<file path="config.mk">
export PLATFORM = sky130hd
export DESIGN_NAME = dualrail_chan_sink
export DESIGN_NICKNAME = d
export VERILOG_FILES = /design/src/rtl/dualrail_chan_sink.sv
export SDC_FILE = /design/constraint.sdc
export NUM_CORES = 1
export LEC_CHECK = 0
export BUFFER_PORTS_ARGS = -buffer_cell sky130_fd_sc_hd__buf_2
export CAP_MARGIN = 20
export CORE_MARGIN = 5
export CORE_UTILIZATION = 45
export CTS_BUF_LIST = sky130_fd_sc_hd__clkbuf_8
export DETAILED_ROUTE_END_ITERATION = 7
export SETUP_SLACK_MARGIN = 0.3
export SLEW_MARGIN = 20
export SYNTH_ARGS = -nofsm -noshare
export SYNTH_HDL_FRONTEND = slang
export SYNTH_SLANG_ARGS = --single-unit
export TNS_END_PERCENT = 20
</file>
<file path="constraint.sdc">
create_clock -name clk -period 4.3 [get_ports clk]
set_input_delay 0.43 -clock clk [delete_from_list [all_inputs] [get_ports clk]]
set_output_delay 0.43 -clock clk [all_outputs]
set_load 0.01 [all_outputs]
</file>
<file path="src/rtl/dualrail_chan_sink.sv">
// dualrail_chan_sink: receives four-phase dual-rail tokens from an asynchronous
// (prsim) domain, synchronizes both rails, decodes complete/neutral/illegal
// codes, returns a registered acknowledge and queues accepted words in a
// first-word-fall-through FIFO.
//
//   state        | meaning
//   -------------+------------------------------------------------------------
//   WAIT_DATA    | in_a=0; waiting for a complete, legal code and FIFO space
//   WAIT_NEUTRAL | in_a=1; token taken, waiting for all rails to return to 0
module dualrail_chan_sink #(
    parameter int WIDTH = 4,
    parameter int DEPTH = 4
) (
    input  logic             clk,
    input  logic             rst,
    input  logic [WIDTH-1:0] in_t,
    input  logic [WIDTH-1:0] in_f,
    output logic             in_a,
    output logic [WIDTH-1:0] out_data,
    output logic             out_valid,
    input  logic             out_ready,
    output logic [15:0]      tok_count,
    output logic             err
);

    localparam int AW = $clog2(DEPTH);
    localparam logic [AW:0] PTR_ONE = 1;

    typedef enum logic {
        WAIT_DATA    = 1'b0,
        WAIT_NEUTRAL = 1'b1
    } state_t;

    state_t state, state_nxt;

    logic [WIDTH-1:0] t_meta, t_sync;
    logic [WIDTH-1:0] f_meta, f_sync;

    logic [WIDTH-1:0] bit_valid;
    logic [WIDTH-1:0] bit_illegal;
    logic             any_illegal;
    logic             complete;
    logic             neutral;

    // After reset the synchronizers hold zeros that do not reflect the
    // channel; prime_cnt counts down until the real rails have arrived, and
    // armed is set only once a genuine neutral has been observed.
    logic [1:0]       prime_cnt;
    logic             armed;

    logic [WIDTH-1:0] mem [DEPTH];
    logic [AW:0]      wr_ptr;
    logic [AW:0]      rd_ptr;
    logic             fifo_full;
    logic             fifo_empty;
    logic             push;
    logic             pop;

    // Two-flop synchronizers on both rails.
    always_ff @(posedge clk) begin
        if (rst) begin
            t_meta <= '0;
            t_sync <= '0;
            f_meta <= '0;
            f_sync <= '0;
        end else begin
            t_meta <= in_t;
            t_sync <= t_meta;
            f_meta <= in_f;
            f_sync <= f_meta;
        end
    end

    assign bit_valid   = t_sync ^ f_sync;
    assign bit_illegal = t_sync & f_sync;
    assign any_illegal = |bit_illegal;
    assign complete    = (&bit_valid) && !any_illegal;
    assign neutral     = ~|(t_sync | f_sync);

    // Arm the receiver after the synchronizers are primed and neutral is seen.
    always_ff @(posedge clk) begin
        if (rst) begin
            prime_cnt <= 2'd2;
            armed     <= 1'b0;
        end else begin
            if (prime_cnt != 2'd0) begin
                prime_cnt <= prime_cnt - 2'd1;
            end
            if ((prime_cnt == 2'd0) && neutral) begin
                armed <= 1'b1;
            end
        end
    end

    // Full uses the registered pointers only, so a same-cycle pop never
    // lets a write into a full FIFO.
    assign fifo_full  = (wr_ptr[AW] != rd_ptr[AW]) &&
                        (wr_ptr[AW-1:0] == rd_ptr[AW-1:0]);
    assign fifo_empty = (wr_ptr == rd_ptr);
    assign pop        = out_valid && out_ready;

    // Handshake state register.
    always_ff @(posedge clk) begin
        if (rst) begin
            state <= WAIT_DATA;
        end else begin
            state <= state_nxt;
        end
    end

    // Next-state and push decode.
    always_comb begin
        state_nxt = state;
        push      = 1'b0;
        case (state)
            WAIT_DATA: begin
                if (armed && complete && !fifo_full) begin
                    push      = 1'b1;
                    state_nxt = WAIT_NEUTRAL;
                end
            end
            WAIT_NEUTRAL: begin
                if (neutral) begin
                    state_nxt = WAIT_DATA;
                end
            end
            default: state_nxt = WAIT_DATA;
        endcase
    end

    assign in_a = (state == WAIT_NEUTRAL);

    // FIFO storage write.
    always_ff @(posedge clk) begin
        if (push) begin
            mem[wr_ptr[AW-1:0]] <= t_sync;
        end
    end

    // FIFO pointers.
    always_ff @(posedge clk) begin
        if (rst) begin
            wr_ptr <= '0;
            rd_ptr <= '0;
        end else begin
            if (push) begin
                wr_ptr <= wr_ptr + PTR_ONE;
            end
            if (pop) begin
                rd_ptr <= rd_ptr + PTR_ONE;
            end
        end
    end

    assign out_data  = mem[rd_ptr[AW-1:0]];
    assign out_valid = !fifo_empty;

    // Accepted-token counter, wraps naturally at 16 bits.
    always_ff @(posedge clk) begin
        if (rst) begin
            tok_count <= 16'h0000;
        end else if (push) begin
            tok_count <= tok_count + 16'd1;
        end
    end

    // Sticky illegal-code flag.
    always_ff @(posedge clk) begin
        if (rst) begin
            err <= 1'b0;
        end else if (any_illegal) begin
            err <= 1'b1;
        end
    end

endmodule

</file>
== After elaboration in Yosys (flattened, before gate mapping) ==
Memory sizes are Yosys's and may differ from the RTL's. A register that Yosys moved wholly into a read port is not among the register bits.
Index checks and enable logic that the tools add are counted.

* Flip-flop bits (word level): 43
* Bits in read-only memories: 0
* Memories: 1
* Word-level logic and storage cells: 46
* RAM bits: 16
* Input port bits: 11
* Bits in latches: 0
* Output and inout port bits: 23

{| class="wikitable"
|+ Memory list
! memory !! words !! bits a word !! rd ports !! clocked after memory_dff !! write ports !! line !! text
|-
| mem || 4 || 4 || 1 || 1 || 1 || 51 || <nowiki>logic [WIDTH-1:0] mem [DEPTH];</nowiki>
|}

* Magnitude comparators: 0
* Reduce and logical (&&, ||, !) cells: 15
* Mux-type cells: 8
* Shift-type cells: 0
* Div/mod/pow operators: 0
* Eq/ne operators: 3
* Add/subtract/negate cells: 4
* Bitwise logic cells: 4
* Multipliers: 0

{| class="wikitable"
|+ Operator list
! operator !! number
|-
| adder 16 x 1 -> 16 bit (second input constant) || 1
|-
| OR reduction 4 bit || 2
|-
| adder 3 x 1 -> 3 bit (second input constant) || 2
|-
| logical AND 1 bit || 6
|-
| 2-to-1 mux 1 bit || 5
|-
| bitwise AND 4 bit || 1
|-
| zero test 1 bit || 4
|-
| 2-to-1 mux 2 bit || 2
|-
| OR 4 bit || 1
|-
| AND reduction 4 bit || 1
|-
| bitwise XOR 4 bit || 1
|-
| == test 3 bit || 1
|-
| == test 2 bit || 1
|-
| zero test 2 bit || 1
|-
| one-hot mux 1 bit (2 select lines) || 1
|-
| nonzero test 2 bit || 1
|-
| subtractor 2 x 1 -> 2 bit (second input constant) || 1
|-
| inequality test 1 bit || 1
|-
| NOT 1 bit || 1
|}

== Depth between registers and ports, before layout ==
Gate-level depths: netlist of the first run.

* Depth after elaboration: 10
* Depth in mapped cells: 8
* Mapped depth without buffers: 7

== Least setup slack after synthesis of the first run ==
Ideal clock, no wire load.

* Kind: reg2reg
* Start: register t_sync[1]
* End: register tok_count[15]
* Library setup time: 0.070 ns
* Required time: 4.230 ns
* Data arrival time: 2.088 ns
* Buffers on the path: 0
* Stages on the path, launching flop included: 7
* Setup slack: 2.141 ns
* Clock period less this slack: 2.159 ns
* Cells stage by stage: dfxtp_1 > ha_1 > or4_4 > nor3_4 > nand4_2 > or4_1 > a21oi_1

* Cells in the longest elaborated chain, start to end: 8
* Elaborated cells between the ends (all ways): 10
* Classes of those cells: mux: 2; bitwise: 2; reduce/logical: 6

{| class="wikitable"
|+ Ends and longest elaborated chain
! what !! line !! text
|-
| start: declaration || 36 || <nowiki>logic [WIDTH-1:0] t_meta, t_sync;</nowiki>
|-
| start signal: assignment || 68 || <nowiki>t_sync <= t_meta;</nowiki>
|-
| bitwise AND 4 bit || 75 || <nowiki>assign bit_illegal = t_sync & f_sync;</nowiki>
|-
| OR reduction 4 bit || 76 || <nowiki>assign any_illegal = |bit_illegal;</nowiki>
|-
| zero test 1 bit || 77 || <nowiki>assign complete = (&bit_valid) && !any_illegal;</nowiki>
|-
| logical AND 1 bit (*) || 77 ||
|-
| logical AND 1 bit (*) (2 in series) || 117 || <nowiki>if (armed && complete && !fifo_full) begin</nowiki>
|-
| 2-to-1 mux 1 bit (*) || 117 ||
|-
| 2-to-1 mux 1 bit (*) || 115 || <nowiki>case (state)</nowiki>
|-
| end signal: assignment || 163 || <nowiki>tok_count <= tok_count + 16'd1;</nowiki>
|-
| end: declaration || 22 || <nowiki>output logic [15:0] tok_count,</nowiki>
|}

Mark *: on every way between the ends. The rest lies on a longest branch, timed or not.
A chain may end at the register's enable or synchronous reset.

== Final worst setup path of the first run ==
* Start: register t_sync[1]
* End: register tok_count[8]

Same word-level chain as after synthesis.

==> flow_metrics.tcl, run 1 <==
set metrics [dict create \
    cts.path.max_buffers 2 \
    ios 34 \
    dieArea_um2 7130 \
    drtAntennaViolNets 0 \
    synth_edf_count 16 \
    cts_buffers 9 \
    start_util_pct 45.85 \
    yosysUniqueCellTypes 37 \
    ys.flop_type "dfxtp_1" \
    fin_nets 288 \
    power.density_nw_per_um2 404.7 \
    hold_viol 0 \
    cp-start-kind "register" \
    grt_pass1_vias 1579 \
    crit_path_max_fanout 11 \
    synth_warnings 0 \
    holdPathStages 2 \
    wl_um 4173 \
    finalNonFillerCells 339 \
    drtIter0Drc 94 \
    worstMarginPinSlew_ps 789.1 \
    die_w_um 84.44 \
    syn_area_um2 2494 \
    viasPerCell 4.847 \
    area_growth_pct 17.71 \
    power_mw 1.188 \
    whs_ps 301.1 \
    clock_latency_ps 340 \
    r2r-start "t_sync[1]" \
    setup_viol 0 \
    gp_congestion 0.7245 \
    syn_avg_cell_area_um2 11.13 \
    cts_htree_levels 3 \
    r2r_slack_ps 1890 \
    synthTopCellsByArea "dfxtp_1 36%, edfxtp_1 19%, ha_1 7.5%, nor2b_1 4.5%, mux4_2 3.6%" \
    rows 27 \
    path_cells "ha_1 > or4_4 > nor3_4 > nand3_1 > or3_1 > a21oi_1" \
    syn_inst 224 \
    post_cts_buffers 0 \
    grt_max_degree 47 \
    ys_ff_latch 61 \
    cts_hold_buf 0 \
    peakVddDrop_uv 197.0 \
    fp.coreArea_um2 5439 \
    relSlewSlack_pct 47.39 \
    insertedDiodeCount 0 \
    vias 1643 \
    antenna_found_initial 0 \
    post-synth-top-area-cell "dfxtp_1" \
    synth_nets 250 \
    p_leak_nw 1.184 \
    ff2ff_path_depth 6 \
    drtPass1Iterations 4 \
    fmax_mhz 415.7 \
    drv_slew 0 \
    slowest_stage "or4_4" \
    io_buffers 33 \
    dp.cells 323 \
    place_ws_ps 1912 \
    grt_overflow 0 \
    worstHoldStart "in_f[3]" \
    tritoncts "done" \
    layout_setup_ws_ps 1894 \
    cp-end-kind "register" \
    grt_pass1_wl_um 7113 \
    holdCritPathClass "input pin to register" \
    track_usage_pct 13.11 \
    clockRootBuffer "clkbuf_8" \
    dp_hpwl_um 2925 \
    reg2reg_to "tok_count[8]" \
    synth_top_area_share_pct 36.13 \
    cts_sinks 61 \
    post-route-period-util_pct 55.94 \
    period_minus_slack_ps 2406 \
    die_h_um 84.44 \
    hold_end "f_meta[3]" \
    synth_most_common_cell "dfxtp_1" \
    wire_per_inst_um 12.31 \
    drive_gt1_share_pct 23.60 \
    drc 0 \
    crit_required_ps 4560 \
    crit_type "register to register" \
    cap_violations 0 \
    setup_tns_ps 0 \
    fin_skew_ps 7.582 \
    rsz0062_at_grt "false" \
    synth_commonest_cells "45 x dfxtp_1, 18 x nor2b_1, 17 x nor2_1" \
    worstPathArrival_ps 2660 \
    ys_async_sr_fraction_pct 0 \
    path_clk_slew_ps 60 \
    cts_resized 0 \
    outcome "finished clean" \
    cpPeakStageDelay_ps 560 \
    synth.yosys.seq_area_share_pct 55.39 \
]
==> layout by cell type, fill, tap and decap left out, drive strengths merged <==
master  instances
nand2b          1
mux2            2
nor2b          18
ha             15
mux2i           1
or2             1
nand2          11
and2            4
o21ai           7
edfxtp         16
o31ai           1
bufinv          1
clkinv          3
dfxtp          45
inv            14
nor3            2
o21a            1
xor2            8
and3            2
nor4            1
nand3b          1
a21oi          13
o21ba           1
or2b            1
and4            3
nor2           17
xnor2           4
clkbuf         12
mux4            4
or3             7
nand3           8
or4             2
nand4           7
buf            33
==> through the flow <==
step / instance area [µm²] / util (%)
final: 2935 / 53.97
after global routing: 2935 / 53.97
after CTS: 2935 / 53.97
after detailed placement: 2725 / 50.10
after global placement: 2725 / 50.10
after floorplan: 2494 / -
==> layer usage <==
metal,wire (µm),vias to the layer above,global-route usage [%]
li1,-,848,-
met1,2001,756,16.09
met2,1859,28,19.08
met3,182,11,4.122
met4,129,0,10.07
met5,0,-,0
==> registers in the layout, summed over array words and instances (netlist names), 2 cells and up, named ones only <==
name       cells
wr_ptr         3
f_sync         4
prime_cnt      2
t_sync         4
rd_ptr         3
mem           16
tok_count     16
t_meta         4
f_meta         4
==> power breakdown <==
group | switching, mW | internal (mW) | total (mW)
Combinational | 0.0281 | 0.0291 | 0.0572
Clock | 0.205 | 0.312 | 0.517
Sequential | 0.00868 | 0.605 | 0.614
Total | 0.242 | 0.946 | 1.19
==> how the worst max path moves through the flow <==
stage,to,slack [ps],start
6_report,tok_count[8],1890,t_sync[1]
5_1_grt,tok_count[10],1690,t_sync[1]
4_1_cts,tok_count[10],1880,t_sync[1]
3_5_place_dp,tok_count[8],1910,t_sync[1]
3_3_place_gp,tok_count[12],1970,t_sync[1]
2_1_floorplan,tok_count[15],2140,t_sync[1]
==> kinds of logic after synthesis <==
group                    Yosys count  share of synthesized area, %
AO/OA/AOI/OAI                     23                         5.018
XOR/XNOR                          12                         4.215
adder cells (fa/ha/maj)           15                         7.526
buffers and inverters             20                         3.060
flip-flops                        61                         55.39
multiplexers                       7                         4.917
AND/OR/NAND/NOR                   86                         19.87
==> critical path, delay by kind of cell, from the launching register on <==
family	cells	cell delay, ps
compound gates	1	140
fa+ha+maj	1	220
flops	1	350
simple gates	4	1620
==> cell type report <==
type | instances | area [µm²]
Fill cell | 486 | 2504
Sequential cell | 61 | 1381
Multi-Input combinational cell | 143 | 1036
Clock buffer | 12 | 165.2
Timing Repair Buffer | 33 | 165.2
Tap cell | 72 | 90.09
Inverter | 14 | 52.55
Clock inverter | 4 | 45.04
(Power assumes the default switching activity.)
==> run 2, diff against run 1 <==
--- a/config.mk
+++ b/config.mk
@@ -11,6 +11,7 @@
 export CORE_UTILIZATION = 45
 export CTS_BUF_LIST = sky130_fd_sc_hd__clkbuf_8
 export DETAILED_ROUTE_END_ITERATION = 7
+export PLACE_DENSITY = 0.67
 export SETUP_SLACK_MARGIN = 0.3
 export SLEW_MARGIN = 20
 export SYNTH_ARGS = -nofsm -noshare
==> constraint.sdc (replaced) <==
create_clock -name clk -period 2 [get_ports clk]
set_input_delay 0.2 -clock clk [delete_from_list [all_inputs] [get_ports clk]]
set_output_delay 0.2 -clock clk [all_outputs]
set_load 0.01 [all_outputs]
==> flow_metrics.tcl, run 2 (synthesized netlist as in run 1, its figures left out) <==
set metrics [dict create \
    wl_um 4382 \
    p_int_mw 2.041 \
    layout_setup_ws_ps -152.3 \
    power_switching_mw 0.5251 \
    holdCritPathClass "input pin to register" \
    relSlewSlack_pct 74.90 \
    gp_congestion 0.6875 \
    drtPass1Iterations 4 \
    rsz0062_at_grt "true" \
    clockRootBuffer "clkbuf_8" \
    slowest_stage "or4_4" \
    cts_htree_levels 3 \
    path_clk_slew_ps 60 \
    critPathBufInv 1 \
    rows 27 \
    grt_pass1_vias 1636 \
    insertedDiodeCount 0 \
    cp-end-kind "register" \
    track_usage_pct 12.94 \
    die_h_um 84.44 \
    pwr-share-seq_pct 51.4 \
    cpPeakStageDelay_ps 550 \
    crit_type "register to register" \
    period_minus_slack_ps 2152 \
    wire_per_inst_um 12.27 \
    vias 1731 \
    hold_viol 0 \
    antenna_found_initial 0 \
    start_util_pct 45.85 \
    cts_buffers 9 \
    crit_required_ps 2210 \
    fin_nets 306 \
    grt_pass1_wl_um 7238 \
    clock_latency_ps 330 \
    drtIter0Drc 52 \
    p_sw_share_pct 20.46 \
    tritoncts "done" \
    ios 34 \
    p_leak_nw 1.281 \
    drtAntennaViolNets 0 \
    setup_viol 8 \
    peakVddDrop_uv 594.3 \
    crit_path_max_fanout 4 \
    cp-start-kind "register" \
    cts.path.max_buffers 2 \
    stdcell_area_um2 3176 \
    power_mw 2.566 \
    pwr-share-clk_pct 43.3 \
    grt_max_degree 32 \
    cpLargestDelayFamily "simple AND/OR/NAND/NOR gates" \
    outcome "finished with violations" \
    drv_slew 0 \
    die_w_um 84.44 \
    worstPathArrival_ps 2360 \
    area_growth_pct 27.35 \
    violations "setup timing" \
    fp.coreArea_um2 5439 \
    grt_overflow 0 \
    post-route-period-util_pct 107.6 \
    fin_skew_ps 5.733 \
    worstMarginPinSlew_ps 373.0 \
    io_buffers 33 \
    final_cell_mix "40 x dfxtp_1, 33 x buf_2, 18 x nor2b_1" \
    power.density_nw_per_um2 808.1 \
    cap_violations 0 \
    final_common_cell "dfxtp_1" \
    placed_cell_area_um2 2843 \
    path_cells "ha_4 > or4_4 > nor3_4 > nand4_2 > buf_4 > o31ai_1 > a21oi_2" \
    drive_gt1_share_pct 35.09 \
    dieArea_um2 7130 \
    viasPerCell 4.849 \
    power_frac_comb_pct 5.3 \
    fmax_mhz 464.6 \
    drc 0 \
    dp_hpwl_um 3100 \
    cts_sinks 61 \
]
## run 2: cell count changes in the layout (fill, tap and decap cells not counted), sizes merged
| cell | previous run | this run |
|---|---|---|
| buf | 33 | 51 |
| clkinv | 3 | 1 |
| clkinvlp | 0 | 1 |
| inv | 14 | 15 |
## run 2: power groups by stage
stage | Sequential [mW] | Clock, mW | Combinational [mW]
6_report | 1.32 | 1.11 | 0.137
5_1_grt | 1.32 | 1.21 | 0.152
4_1_cts | 1.32 | 1.14 | 0.139
3_5_place_dp | 1.35 | 0 | 0.137
3_3_place_gp | 1.34 | 0 | 0.133
2_1_floorplan | 1.34 | 0 | 0.100
## run 2: metrics by stage
stage          setup TNS [ps]  setup slack (ps)  util, %  hold WS (ps)  std cells
2_1_floorplan          -304.9            -99.59        -         328.2        224
3_5_place_dp            -1074            -215.6    52.27         417.3        336
5_1_grt                 -3634            -249.1    58.39         64.15        357
6_report               -733.7            -152.3    58.39         78.95        357
3_3_place_gp           -678.6            -147.3    52.27         411.8        336
4_1_cts                -941.8            -141.2    57.63         66.06        357
## run 2: cell type report
cell class | count | area, µm²
fillers | 473 | 2263
flip-flops and latches | 61 | 1388
multi-input cells | 143 | 1122
repair buffers | 51 | 311.5
clock buffers | 12 | 165.2
well taps | 72 | 90.09
inverters | 14 | 52.55
clock inverters | 4 | 46.29
## run 2: layer usage
layer	vias up	wire (µm)	global-route usage (%)
met2	30	2089	20.80
met3	8	272	5.790
li1	883	-	-
met4	0	80	6.043
met1	810	1940	14.78
met5	-	0	0
## run 2: repair_timing
item                                    4_1_cts  5_1_grt
endpoints found under the setup margin       39       36
hold buffers                                  0        0
pin swaps                                    12        8
cloned                                        0        0
buffers inserted                              5        0
endpoints found under the hold margin         0        0
resized for setup                            13        9
## run 2: path summary, 6_finish.rpt
kind,from,endpoint,slack [ps],cells past startpoint
max,f_sync[2],tok_count[15],-150,7
min,in_t[1],t_meta[1],80,2
max reg2reg,f_sync[2],tok_count[15],-150,7
min reg2reg,f_meta[3],f_sync[3],440,1
## run 2: worst register-to-register path: cells and delay by family (launching register included)
kind	cells	cell delay [ps]
flip-flops	1	330
AO/OA/AOI/OAI	2	400
AND/OR/NAND/NOR	3	970
adder cells (fa/ha/maj)	1	150
buffers and inverters	1	180
